File: config.mk
export PLATFORM = sky130hd
export DESIGN_NAME = ft2232h_usbif_p
export DESIGN_NICKNAME = d
export VERILOG_FILES = /design/src/rtl/ft2232h_usbif_p.sv
export SDC_FILE = /design/constraint.sdc
export NUM_CORES = 1
export LEC_CHECK = 0
export ABC_AREA = 1
export ABC_CLOCK_PERIOD_IN_PS = 2960
export BUFFER_PORTS_ARGS = -buffer_cell sky130_fd_sc_hd__buf_2
export CAP_MARGIN = 20
export CELL_PAD_IN_SITES_DETAIL_PLACEMENT = 1
export CELL_PAD_IN_SITES_GLOBAL_PLACEMENT = 1
export CORE_AREA = 10 10 179 181
export CTS_CLUSTER_DIAMETER = 60
export DETAILED_ROUTE_END_ITERATION = 8
export DIE_AREA = 0 0 189 191
export GPL_TIMING_DRIVEN = 0
export PLACE_DENSITY_LB_ADDON = 0.08
export SLEW_MARGIN = 20
export SYNTH_ARGS = -nofsm -noshare
export SYNTH_HDL_FRONTEND = slang
export SYNTH_HIERARCHICAL = 1
export SYNTH_SLANG_ARGS = --single-unit
export TNS_END_PERCENT = 5
File: constraint.sdc
create_clock -name CLK -period 2.96 [get_ports CLK]
set_input_delay 0.148 -clock CLK [delete_from_list [all_inputs] [get_ports CLK]]
set_output_delay 0.148 -clock CLK [all_outputs]
set_load 0.01 [all_outputs]
File: src/rtl/ft2232h_usbif_p.sv
// ft2232h_usbif_p: FT2232H async-FIFO bridge with programmable strobe timing and internal RX/TX FIFOs.
// Build option: define USBIF_SYNC2_EN to pass RXF#/TXE# through two-flop synchronisers.
module ft2232h_usbif_p_fifo #(
    parameter int AW = 4
) (
    input  logic          CLK,
    input  logic          RSTn,
    input  logic          push_i,
    input  logic [7:0]    din_i,
    input  logic          pop_i,
    output logic [7:0]    dout_o,
    output logic [AW:0]   level_o,
    output logic          full_o,
    output logic          empty_o
);
    localparam logic [AW:0] DEPTH = {1'b1, {AW{1'b0}}};

    logic [7:0]    mem [2**AW];
    logic [AW-1:0] wptr_q, rptr_q;
    logic [AW:0]   level_q;
    logic          do_push, do_pop;

    assign full_o  = (level_q == DEPTH);
    assign empty_o = (level_q == '0);
    assign do_push = push_i & ~full_o;
    assign do_pop  = pop_i & ~empty_o;
    assign dout_o  = mem[rptr_q];
    assign level_o = level_q;

    always_ff @(posedge CLK) begin
        if (do_push) mem[wptr_q] <= din_i;
    end

    always_ff @(posedge CLK or negedge RSTn) begin
        if (!RSTn) begin
            wptr_q  <= '0;
            rptr_q  <= '0;
            level_q <= '0;
        end else begin
            if (do_push) wptr_q <= wptr_q + 1'b1;
            if (do_pop)  rptr_q <= rptr_q + 1'b1;
            case ({do_push, do_pop})
                2'b10:   level_q <= level_q + 1'b1;
                2'b01:   level_q <= level_q - 1'b1;
                default: level_q <= level_q;
            endcase
        end
    end
endmodule

module ft2232h_usbif_p #(
    parameter int RD_WAIT  = 2,
    parameter int WR_SETUP = 1,
    parameter int WR_PULSE = 1,
    parameter int BACKOFF  = 1,
    parameter int AW       = 4
) (
    input  logic          CLK,
    input  logic          RSTn,
    input  logic [7:0]    USB_DIN,
    output logic [7:0]    USB_DOUT,
    output logic          USB_DEN,
    output logic          USB_RDn,
    output logic          USB_WRn,
    input  logic          USB_RXFn,
    input  logic          USB_TXEn,
    input  logic [7:0]    TX_DATA,
    input  logic          TX_VALID,
    output logic          TX_READY,
    output logic [7:0]    RX_DATA,
    output logic          RX_VALID,
    input  logic          RX_READY,
    output logic [AW:0]   RX_LEVEL,
    output logic [AW:0]   TX_LEVEL
);
    localparam int CW = 8;
    localparam logic [CW-1:0] ONE = 1;

    typedef enum logic [2:0] {S_IDLE, S_RD, S_WR_SU, S_WR_PL, S_BACKOFF} state_t;

    state_t        state_q, state_d;
    logic [CW-1:0] cnt_q, cnt_d;
    logic          rdn_q, rdn_d, wrn_q, wrn_d, den_q, den_d;
    logic [7:0]    dout_q, dout_d;
    logic          last_wr_q, last_wr_d;
    logic          rxf_q, txe_q;
    logic          rx_push, tx_pop, rx_full, rx_empty, tx_full, tx_empty;
    logic [7:0]    tx_head;
    logic          rd_req, wr_req;

`ifdef USBIF_SYNC2_EN
    logic rxf_m_q, txe_m_q;
    always_ff @(posedge CLK or negedge RSTn) begin
        if (!RSTn) begin
            rxf_m_q <= 1'b0;
            txe_m_q <= 1'b0;
            rxf_q   <= 1'b0;
            txe_q   <= 1'b0;
        end else begin
            rxf_m_q <= ~USB_RXFn;
            txe_m_q <= ~USB_TXEn;
            rxf_q   <= rxf_m_q;
            txe_q   <= txe_m_q;
        end
    end
`else
    always_ff @(posedge CLK or negedge RSTn) begin
        if (!RSTn) begin
            rxf_q <= 1'b0;
            txe_q <= 1'b0;
        end else begin
            rxf_q <= ~USB_RXFn;
            txe_q <= ~USB_TXEn;
        end
    end
`endif

    // Space is checked only at read start; one read in flight means the push never overflows.
    assign rd_req = rxf_q & ~rx_full;
    assign wr_req = txe_q & ~tx_empty;

    always_comb begin
        state_d   = state_q;
        cnt_d     = cnt_q;
        rdn_d     = rdn_q;
        wrn_d     = wrn_q;
        den_d     = den_q;
        dout_d    = dout_q;
        last_wr_d = last_wr_q;
        rx_push   = 1'b0;
        tx_pop    = 1'b0;
        case (state_q)
            S_IDLE: begin
                // With both requests pending, alternate away from the previous operation.
                if (rd_req && (!wr_req || last_wr_q)) begin
                    rdn_d   = 1'b0;
                    cnt_d   = CW'(RD_WAIT);
                    state_d = S_RD;
                end else if (wr_req) begin
                    tx_pop  = 1'b1;
                    dout_d  = tx_head;
                    den_d   = 1'b1;
                    cnt_d   = CW'(WR_SETUP);
                    state_d = S_WR_SU;
                end
            end
            S_RD: begin
                cnt_d = cnt_q - ONE;
                if (cnt_q == ONE) begin
                    rx_push   = 1'b1;
                    rdn_d     = 1'b1;
                    last_wr_d = 1'b0;
                    cnt_d     = CW'(BACKOFF);
                    state_d   = S_BACKOFF;
                end
            end
            S_WR_SU: begin
                cnt_d = cnt_q - ONE;
                if (cnt_q == ONE) begin
                    wrn_d   = 1'b0;
                    cnt_d   = CW'(WR_PULSE);
                    state_d = S_WR_PL;
                end
            end
            S_WR_PL: begin
                cnt_d = cnt_q - ONE;
                if (cnt_q == ONE) begin
                    wrn_d     = 1'b1;
                    den_d     = 1'b0;
                    last_wr_d = 1'b1;
                    cnt_d     = CW'(BACKOFF);
                    state_d   = S_BACKOFF;
                end
            end
            S_BACKOFF: begin
                cnt_d = cnt_q - ONE;
                if (cnt_q == ONE) state_d = S_IDLE;
            end
            default: state_d = S_IDLE;
        endcase
    end

    always_ff @(posedge CLK or negedge RSTn) begin
        if (!RSTn) begin
            state_q   <= S_IDLE;
            cnt_q     <= '0;
            rdn_q     <= 1'b1;
            wrn_q     <= 1'b1;
            den_q     <= 1'b0;
            dout_q    <= '0;
            last_wr_q <= 1'b1;
        end else begin
            state_q   <= state_d;
            cnt_q     <= cnt_d;
            rdn_q     <= rdn_d;
            wrn_q     <= wrn_d;
            den_q     <= den_d;
            dout_q    <= dout_d;
            last_wr_q <= last_wr_d;
        end
    end

    assign USB_RDn  = rdn_q;
    assign USB_WRn  = wrn_q;
    assign USB_DEN  = den_q;
    assign USB_DOUT = dout_q;
    assign RX_VALID = ~rx_empty;
    assign TX_READY = ~tx_full;

    ft2232h_usbif_p_fifo #(.AW(AW)) u_rx_fifo (
        .CLK     (CLK),
        .RSTn    (RSTn),
        .push_i  (rx_push),
        .din_i   (USB_DIN),
        .pop_i   (RX_READY),
        .dout_o  (RX_DATA),
        .level_o (RX_LEVEL),
        .full_o  (rx_full),
        .empty_o (rx_empty)
    );

    ft2232h_usbif_p_fifo #(.AW(AW)) u_tx_fifo (
        .CLK     (CLK),
        .RSTn    (RSTn),
        .push_i  (TX_VALID),
        .din_i   (TX_DATA),
        .pop_i   (tx_pop),
        .dout_o  (tx_head),
        .level_o (TX_LEVEL),
        .full_o  (tx_full),
        .empty_o (tx_empty)
    );
endmodule
## Word level (Yosys, flattened, before mapping)

Memories as Yosys holds them, arrays and structs flattened. A register that Yosys moved wholly into a read port is not among the register bits.
Cells that the tools add are included.

| word-level totals | value |
|---|---|
| register bits | 43 |
| RAM bits | 256 |
| input port bits | 22 |
| logic and storage cells | 111 |
| memories | 2 |

| cells by class | value |
|---|---|
| add/sub/neg operators | 9 |
| equal/unequal tests | 20 |
| muxes and demuxes | 30 |
| bitwise logic cells | 13 |
| reductions and logical operators | 23 |

Memories:

| memory | depth | bits a word | read ports | clocked after Yosys merged registers in | write ports | line | source |
|---|---|---|---|---|---|---|---|
| u_rx_fifo.mem | 16 | 8 | 1 | 0 | 1 | 18 | `logic [7:0] mem [2**AW];` |
| u_tx_fifo.mem | 16 | 8 | 1 | 1 | 1 | 18 |  |

Operators with widths:

| kind | number |
|---|---|
| 8-bit two-way mux | 3 |
| 8-bit one-hot mux with 3 select lines | 1 |
| 5-bit one-hot mux with 2 select lines | 2 |
| 4-bit by 1-bit adder with 4-bit output, second input constant | 4 |
| 3-bit two-way mux | 5 |
| 1-bit two-way mux | 14 |
| 2-bit != test, second input constant | 7 |
| 3-bit one-hot mux with 4 select lines | 1 |
| 3-bit AND reduction | 4 |
| 2-bit nonzero test | 6 |
| 5-bit by 1-bit adder with 5-bit output, second input constant | 2 |
| 5-bit equality test, second input constant | 2 |
| 5-bit logical NOT | 2 |
| 5-bit by 1-bit subtractor with 5-bit output, second input constant | 2 |
| 8-bit by 1-bit equality test with 1-bit output, second input constant | 1 |
| 1-bit one-hot mux with 2 select lines | 4 |
| 4-bit AND reduction | 2 |
| 8-bit by 1-bit subtractor with 8-bit output, second input constant | 1 |
| 1-bit NOT | 7 |
| 1-bit bitwise AND | 6 |
| 3-bit by 2-bit equality test with 1-bit output, second input constant | 2 |
| 2-bit by 1-bit equality test with 1-bit output, second input constant | 2 |
| 2-bit equality test, second input constant | 2 |
| 3-bit by 1-bit equality test with 1-bit output, second input constant | 1 |
| other kinds (11) | 12 |

## Longest topological paths before layout

Gate-level depths: netlist of run 1.

| logic depth | value |
|---|---|
| depth after elaboration | 11 |
| gate-level depth with buffers | 22 |
| gate-level depth less buffers | 22 |

## Hierarchy

Netlist of run 1, hierarchy kept.

By module, submodules not included:

| module | instances | cells an instance | area each (µm²) | sequential area each (µm²) |
|---|---|---|---|---|
| ft2232h_usbif_p_fifo at u_tx_fifo | 1 | 621 | 6236.0 | 4169.0 |
| ft2232h_usbif_p_fifo at u_rx_fifo | 1 | 622 | 6234.7 | 4169.0 |
| ft2232h_usbif_p | 1 | 177 | 1342.5 | 629.4 |

## Least setup slack after synthesis of run 1

No wires, ideal clock.

| timing | value |
|---|---|
| path kind | register to register |
| from | register u_tx_fifo.level_q[0], in the netlist u_tx_fifo/level_o[0] |
| to | register u_tx_fifo.level_q[4], in the netlist u_tx_fifo/level_o[4] |
| setup time | 0.116 ns |
| arrival | 2.548 ns |
| required time | 2.844 ns |
| slack | 0.295 ns |
| stages on the path, launching flop included | 22 |
| path buffers | 0 |
| period minus slack after synthesis | 2.665 ns |
| path through | dfrtp_1 -> inv_1 -> nand4_1 -> inv_1 -> inv_1 -> nand2_4 -> o21ai_2 -> nand2_2 -> nor2_8 -> nand2_1 -> inv_1 -> ha_1 -> inv_1 -> fa_1 -> inv_1 -> nand2_1 -> nand2_1 -> nand2_1 -> nand2_1 -> nand2_1 -> nand2_1 -> nand2_1 |

| between the ends | value |
|---|---|
| cells in the longest elaborated chain, start to end | 11 |
| elaborated cells on any way between the ends | 19 |

RTL lines:

| item | line | source |
|---|---|---|
| start, declared | 20 | `logic [AW:0] level_q;` |
| start signal, assigned | 43 | `2'b10: level_q <= level_q + 1'b1;` |
| start signal, assigned | 44 | `2'b01: level_q <= level_q - 1'b1;` |
| start signal, assigned | 45 | `default: level_q <= level_q;` |
| 5-bit logical NOT * | 24 | `assign empty_o = (level_q == '0);` |
| named net tx_empty | 87 | `logic rx_push, tx_pop, rx_full, rx_empty, tx_full, tx_empty;` |
| 1-bit NOT * | 120 | `assign wr_req = txe_q & ~tx_empty;` |
| 1-bit bitwise AND * | 120 |  |
| 1-bit logical NOT | 135 | `if (rd_req && (!wr_req \|\| last_wr_q)) begin` |
| 1-bit logical OR | 135 |  |
| 1-bit logical AND | 135 |  |
| 1-bit two-way mux * | 135 |  |
| 1-bit two-way mux * | 132 | `case (state_q)` |
| named net tx_pop | 87 |  |
| 1-bit bitwise AND * | 26 | `assign do_pop = pop_i & ~empty_o;` |
| named net u_tx_fifo.do_pop | 21 | `logic do_push, do_pop;` |
| 2-bit by 1-bit equality test with 1-bit output or 2-bit equality test (tied branches) | 42 | `case ({do_push, do_pop})` |
| 5-bit one-hot mux with 2 select lines or 2-bit nonzero test (tied branches) | -- |  |

The timed path passes the listed nets; every way through them passes the cells marked *.
A chain may end at the register's enable or synchronous reset.

## Worst setup path in the final report of run 1

| timing | value |
|---|---|
| from | register cnt_q[1] |
| to | memory u_rx_fifo.mem[15][1], enable pin |

| between the ends | value |
|---|---|
| cells in the longest elaborated chain, start to end | 6 |

RTL lines:

| item | line | source |
|---|---|---|
| start, declared | 82 | `logic [CW-1:0] cnt_q, cnt_d;` |
| start signal, assigned | 194 | `cnt_q <= cnt_d;` |
| 8-bit by 1-bit equality test with 1-bit output | 149 | `if (cnt_q == ONE) begin` |
| 1-bit two-way mux | 149 |  |
| 1-bit two-way mux | 132 |  |
| named net rx_push | 87 |  |
| 1-bit bitwise AND | 25 | `assign do_push = push_i & ~full_o;` |
| 1-bit two-way mux | 31 | `if (do_push) mem[wptr_q] <= din_i;` |
| 1-bit two-way mux (implied by the code) | 31 |  |
| end, declared | 18 |  |

The timed path passes the listed nets, and every way through them passes these cells.

==> impl_results.md, run 1 <==
* Worst Path Arrival at 2.94 ns
* Synth area leaders: edfxtp_1 56%, nand2_1 15%, dfrtp_1 8.7%
* CP peak stage delay at a little under 0.6 ns
* Critical Path RT at 3.10 ns
* Worst hold slack at 0.0332 ns
* CTS clk-pin slew, worst paths at 0.06 ns
* Post-Synth Adder-Cell Area at 2.10%
* CTS tree: built
* Fmax at 357 MHz
* # H-tree levels at 2
* Delay-heaviest family, CP: simple AND/OR/NAND/NOR gates
* Share of layout cells above drive strength 1 at between 10% and 20%
* Complex-gate fraction of the synthesized area at less than 1%
* Die width at 189 µm
* Setup Crit Path Kind: register to register
* Pleak at between 6 and 7 nW
* GR Overflow Total at 0
* Max clock buf depth at 3
* CORE AREA at 28500 µm²
* Tcrit/Tclk final at a little over nine tenths
* Syn Area/Cell at between 9 and 10 µm²
* Clock tree sinks at 307
* RD Place Congestion at 0.813
* Die area at 36100 µm²
* Post-DP HPWL at 25600 µm
* Cts bufs inserted at 35
* Status: complete, no violations
* Worst path cell trace: inv_1 > ha_1 > nand2_1 > nor2_1 > nand2_4 > nor3_2 > nand2_2 > inv_1 > nand2_1 > nor2_1
* XOR/XNOR share of the synthesized area at 1.08%
* Critical path's slowest cell: nor2_1
* Via count at ~10000
* Total GRT Usage at between 20% and 30%
* Post-synth top area share at 55.7%
* Worst Hold Class: input port to register
* CTS Root Cell: clkbuf_16
* Syn nets at 1464
* Largest area contributor in the netlist: edfxtp_1
* Drt wl/cell at about 19 µm
* Latest clock arrival within the worst-skew pair at 0.52 ns
* R2R Setup Slk at 0.16 ns
* CP Launch Type: register
* Maximum vdd drop at roughly 0.6 mV
* Asr flop ratio synth at 16.6%
* DRC Markers at 0
* Commonest cells in the synthesized netlist: 546 x nand2_1, 256 x edfxtp_1, 159 x inv_1, 144 x nor2_1, 120 x nand3_1
* Layout Skew at 0.0140 ns
* Most frequent cell after synthesis: nand2_1
* Initial antenna violation count at 0
* Post-synth EDFFs at between 200 and 300
* Final Setup Violations at 0
* Post-Syn Instances at ~1400
* Rel. slew slack at 38.0%
* Top_reg_cell synth: edfxtp_1
* IO Pins at 53
* Max Cap Viol at 0
* Layout net count at 1570
* Largest net degree at the start of global routing at 52
* Mux contribution to synthesized area at 0%
* Initial core utilization at roughly half
* Fin Setup TNS at 0 ns
* RSZ-0062 raised after global routing: true
* Worst-margin pin slew at 0.927 ns
* Yosys cell types at 33
* CP endpoint kind: register
* Port Buffers at 52
* Synthesis-stage register bit count at 307
* Final min period at 2.80 ns
* PnR Total Power at 15.6 mW
* Routed Antenna Nets at 0
* Pwr Density at approximately 1000 nW/µm²
* Site Rows at 62
* Synthesized area at 13800 µm²
* Max-slew violation count at 0
* Vias in the first global route at 10400
* Via density at between 5 and 6
* Seq/Total Area, Yosys at 64.9%
* First-pass GRT wire length at 58400 µm
* Diode count at 0
* Area Overhead vs Synth at 15.2%
* Routed wire length at 37300 µm
* CP max FO at 8
* Synth Warn # at 6
* Simple-Gate Fraction of Synth Area at 24.9%
* Hold Violations, Final at 0
* DR pass1 iterations at 5
* Buffers and inverters on the worst path at 2
* Drt initial violations at between 500 and 600
* Largest family of logic cells by synthesized area: simple AND/OR/NAND/NOR gates
* Die Y at 191 µm
[state kept, by name, summed over array words and instances (netlist names)]
register and count:
USB_DOUT 8, txe_q 1, last_wr_q 1, u_tx_fifo/rptr_q 4, USB_WRn 1, u_rx_fifo/level_o 5
state_q 3, cnt_q 8, u_tx_fifo/level_o 5, u_tx_fifo/wptr_q 4, u_rx_fifo/rptr_q 4, USB_RDn 1
u_tx_fifo/mem 128, u_rx_fifo/wptr_q 4, rxf_q 1, USB_DEN 1, u_rx_fifo/mem 128
[cell families after synthesis]
logic type	count (synthesis)
AO/OA/AOI/OAI	20
adder cells (fa/ha/maj)	22
XOR/XNOR	17
AND/OR/NAND/NOR	844
flip-flops	307
buffers and inverters	210
[layout make-up]
class / instances / area, µm²
clock inverter: 18 / 203
tap: 384 / 480
timing repair buffer: 69 / 398
clock buffer: 46 / 917
buffer: 42 / 223
sequential: 307 / 8970
fill: 3217 / 12600
multi-input combinational: 903 / 4080
inverter: 168 / 637
[repair_timing]
action,4_1_cts,5_1_grt
gates resized for setup,13,19
hold buffers,3,0
endpoints found under the setup margin,52,134
pin swaps,1,4
endpoints found under the hold margin,50,0
setup buffers,1,13
[cells in the final DEF, fill, tap and decap left out, drive strengths merged]
cell,n
nand3,120
edfxtp,256
nand2,555
a21oi,3
clkinvlp,1
nor3,1
buf,102
o31ai,1
clkbuf,52
o21ai,15
xor2,10
dlygate4sd3,3
xnor2,7
nor2,154
clkinv,10
inv,171
o22ai,1
bufinv,4
fa,2
or2,2
dfstp,3
nand4,12
dfrtp,48
ha,20
[report_power, final]
part	total [mW]	internal, mW	switching [mW]	leakage (nW)
logic	5.77	1.80	3.97	3.52
clock network	4.26	2.55	1.71	0.545
registers	5.53	5.19	0.339	2.94
[final timing paths]
path / cells past startpoint / start / endpoint
setup / recovery: 10 / cnt_q[1] / u_rx_fifo/mem[15][1]
hold / removal: 4 / TX_VALID / u_tx_fifo/wptr_q[1]
setup reg to reg: 10 / cnt_q[1] / u_rx_fifo/mem[15][1]
hold reg to reg: 2 / USB_WRn / USB_WRn
max in group asynchronous: 2 / RSTn / u_tx_fifo/level_o[1]
min in group asynchronous: 2 / RSTn / u_rx_fifo/level_o[0]
[stage by stage]
step | utilization [%] | area, µm² | worst slack [ns] | cells
after floorplan | - | 13800 | 0.295 | 1420
after global placement | 51.1 | 14600 | -0.349 | 1856
after detailed placement | 51.1 | 14600 | -0.397 | 1856
after CTS | 55.3 | 15800 | -0.0741 | 1924
after global routing | 55.9 | 15900 | -0.0293 | 1937
final | 55.9 | 15900 | 0.158 | 1937
[per-layer routing]
metal / vias up / part of all wire (%) / wire length (µm) / global-route usage [%]
li1: 4769 / - / - / -
met3: 53 / 3.2 / 1200 / 2.84
met4: 0 / 2.2 / 820 / 5.65
met1: 4863 / 41 / 15400 / 24.3
met2: 150 / 53 / 19900 / 38.8
met5: - / 0 / 0 / 0
[worst register-to-register path: cells and delay by family, from the launching register on]
kind | cells | cell delay (ns)
buffers and inverters | 2 | 0.27
adder cells (fa/ha/maj) | 1 | 0.16
flip-flops | 1 | 0.40
AND/OR/NAND/NOR | 7 | 1.58
No activity file was read; power rests on OpenSTA's default activity.
==> run 2: changes to the inputs <==
--- a/config.mk
+++ b/config.mk
@@ -11,10 +11,10 @@
 export CAP_MARGIN = 20
 export CELL_PAD_IN_SITES_DETAIL_PLACEMENT = 1
 export CELL_PAD_IN_SITES_GLOBAL_PLACEMENT = 1
-export CORE_AREA = 10 10 179 181
+export CORE_AREA = 2 2 171 173
 export CTS_CLUSTER_DIAMETER = 60
 export DETAILED_ROUTE_END_ITERATION = 8
-export DIE_AREA = 0 0 189 191
+export DIE_AREA = 0 0 173 175
 export GPL_TIMING_DRIVEN = 0
 export PLACE_DENSITY_LB_ADDON = 0.08
 export SLEW_MARGIN = 20
==> impl_results.md, run 2 (synthesis gave the netlist of run 1 again) <==
* Status: complete, no violations
* Vias in the first global route at 10500
* Met3 GRT Util at under 10%
* # H-tree levels at 2
* Routed wire length at approximately 37000 µm
* Setup Crit Path Kind: register to register
* Site Rows at 62
* RSZ-0062 raised after global routing: true
* Initial antenna violation count at 0
* Worst path cell trace: inv_1 > ha_1 > nand2_1 > nor2_1 > nand2_4 > nor3_2 > nand2_2 > inv_1 > nand2_1 > nor2_1
* Die width at around 170 µm
* CTS clk-pin slew, worst paths at 0.05 ns
* Via count at about 9800
* Total GRT Usage at 24.8%
* CORE AREA at 28400 µm²
* Fmax at around 350 MHz
* Fin area at 15800 µm²
* DRC Markers at 0
* Most frequent cells in the layout: 545 x nand2_1, 256 x edfxtp_1, 158 x inv_1, 132 x nor2_1, 120 x nand3_1
* RD Place Congestion at between 0.8 and 0.9
* Worst Path Arrival at 2.97 ns
* CP max FO at 8
* Biggest regs: u_rx_fifo/mem (128), u_tx_fifo/mem (128)
* Largest net degree at the start of global routing at 52
* Layout Skew at 0.0110 ns
* CP endpoint kind: register
* Drt wl/cell at 19.1 µm
* Via density at 5.10
* Die Y at between 150 and 200 µm
* Post-DP HPWL at 25400 µm
* Hold Violations, Final at 0
* Drt initial violations at around 580
* Met2 GRT Util at 46.1%
* Worst hold slack at 0.0418 ns
* Grt peak-use layer: met2
* Rel. slew slack at 45.1%
* CP Launch Type: register
* CTS tree: built
* Worst Hold Endpoint: u_tx_fifo/wptr_q[1]
* GR Overflow Total at 0
* Buffers and inverters on the worst path at 2
* Diode count at 0
* Tcrit/Tclk final at 95.9%
* Latest clock arrival within the worst-skew pair at 0.51 ns
* FILL cells at 3205
* Delay-heaviest family, CP: simple AND/OR/NAND/NOR gates
* Worst-margin pin slew at between 0.8 and 0.9 ns
* Hold-critical path depth at 4
* Cts bufs inserted at 36
* Port Buffers at 52
* Reg2reg path depth at 10
* Reg2reg end: u_rx_fifo/mem[7][7]
* Clock tree sinks at slightly above 300
* Area Overhead vs Synth at 14.3%
* Layout net count at 1564
* Share of layout cells above drive strength 1 at 12.6%
* Worst Hold Class: input port to register
* Pwr Density at 966 nW/µm²
* Max-slew violation count at 0
* DR pass1 iterations at 4
* Min-delay src: TX_VALID
* Cell Area, Placed at roughly 15000 µm²
* Critical Path RT at 3.10 ns
* IO Pins at 53
* Grt met1 use at just under 30%
* Most common cell after layout, fill and taps aside: nand2_1
* Critical path's slowest cell: nor2_1
* Initial core utilization at 48.7%
* R2R Setup Slk at around 0.12 ns
* Final Setup Violations at 0
* Maximum vdd drop at 0.507 mV
* Max clock buf depth at 3
* Final min period at approximately 2.8 ns
* First-pass GRT wire length at 57500 µm
* Routed Antenna Nets at 0
* CTS Root Cell: clkbuf_16
* Fin Setup TNS at 0 ns
* FF-to-FF Start: cnt_q[1]
* Die area at 30300 µm²
* Pleak at 6.96 nW
* Max Cap Viol at 0
* CP peak stage delay at ~0.64 ns
==> run 2: cell count changes in the layout (fill, tap and decap cells not counted), moves of 2 or more <==
| cell | change |
|---|---|
| nor2_2 | -4 |
| inv_6 | -5 |
| clkbuf_16 | +2 |
| inv_1 | +2 |
| bufinv_16 | -3 |
| clkinv_1 | +2 |
| clkbuf_1 | -2 |
| inv_2 | -2 |
| nor2_1 | +3 |
| clkinv_2 | +3 |
| buf_4 | -7 |
==> run 2: per-layer routing <==
layer	vias to the layer above	wire length [µm]
li1	4752	-
met3	71	1320
met4	0	1220
met2	204	19400
met5	-	0
met1	4808	14800
==> run 2: tightest hold or removal path, stage by stage <==
cell     delay [ns]
buf_2          0.08
nand2_2        0.13
nand2_1        0.09
nand2_1        0.05
==> run 2: report_power, final <==
part / switching (mW) / internal (mW) / total, mW
combinational: 3.90 / 1.74 / 5.64
sequential: 0.353 / 5.19 / 5.55
clock: 1.67 / 2.40 / 4.06
==> run 2: how the worst max path moves through the flow <==
stage	startpoint	end	slack, ns	cells past startpoint
final	cnt_q[1]	u_rx_fifo/mem[7][7]	0.12	10
after global routing	u_rx_fifo/level_o[1]	u_tx_fifo/level_o[4]	-0.13	22
after CTS	u_tx_fifo/level_o[0]	u_tx_fifo/level_o[4]	-0.04	21
after detailed placement	u_tx_fifo/level_o[0]	u_tx_fifo/level_o[4]	-0.36	21
after global placement	u_tx_fifo/level_o[0]	u_tx_fifo/level_o[4]	-0.32	21
after floorplan	u_tx_fifo/level_o[0]	u_tx_fifo/level_o[4]	0.30	21
==> run 2: layout make-up <==
| cell class | instances | area [µm²] | area share, % |
|---|---|---|---|
| tap | 384 | 480 | 3.04 |
| clock buffer | 47 | 973 | 6.17 |
| timing repair buffer | 62 | 345 | 2.19 |
| inverter | 168 | 634 | 4.02 |
| clock inverter | 16 | 101 | 0.642 |
| sequential | 307 | 8970 | 56.8 |
| buffer | 42 | 223 | 1.41 |
| multi-input combinational | 903 | 4060 | 25.7 |
==> run 2: through the flow <==
stage               setup slack, ns  total power, mW  instances  utilization, %
CTS                         -0.0415             15.3       1923            55.3
finish                        0.122             15.3       1929            55.6
global placement             -0.317             11.0       1856            51.3
global route                 -0.128             16.2       1929            55.6
floorplan                     0.295             9.17       1420               -
detailed placement           -0.365             11.2       1856            51.3
==> run 2: repair_timing <==
item                       CTS  global route
buffers inserted             1             6
setup endpoints to repair   42           117
hold buffers                 3             0
hold endpoints to repair    50             0
pin swaps                    1             1
gates resized for setup      9            14
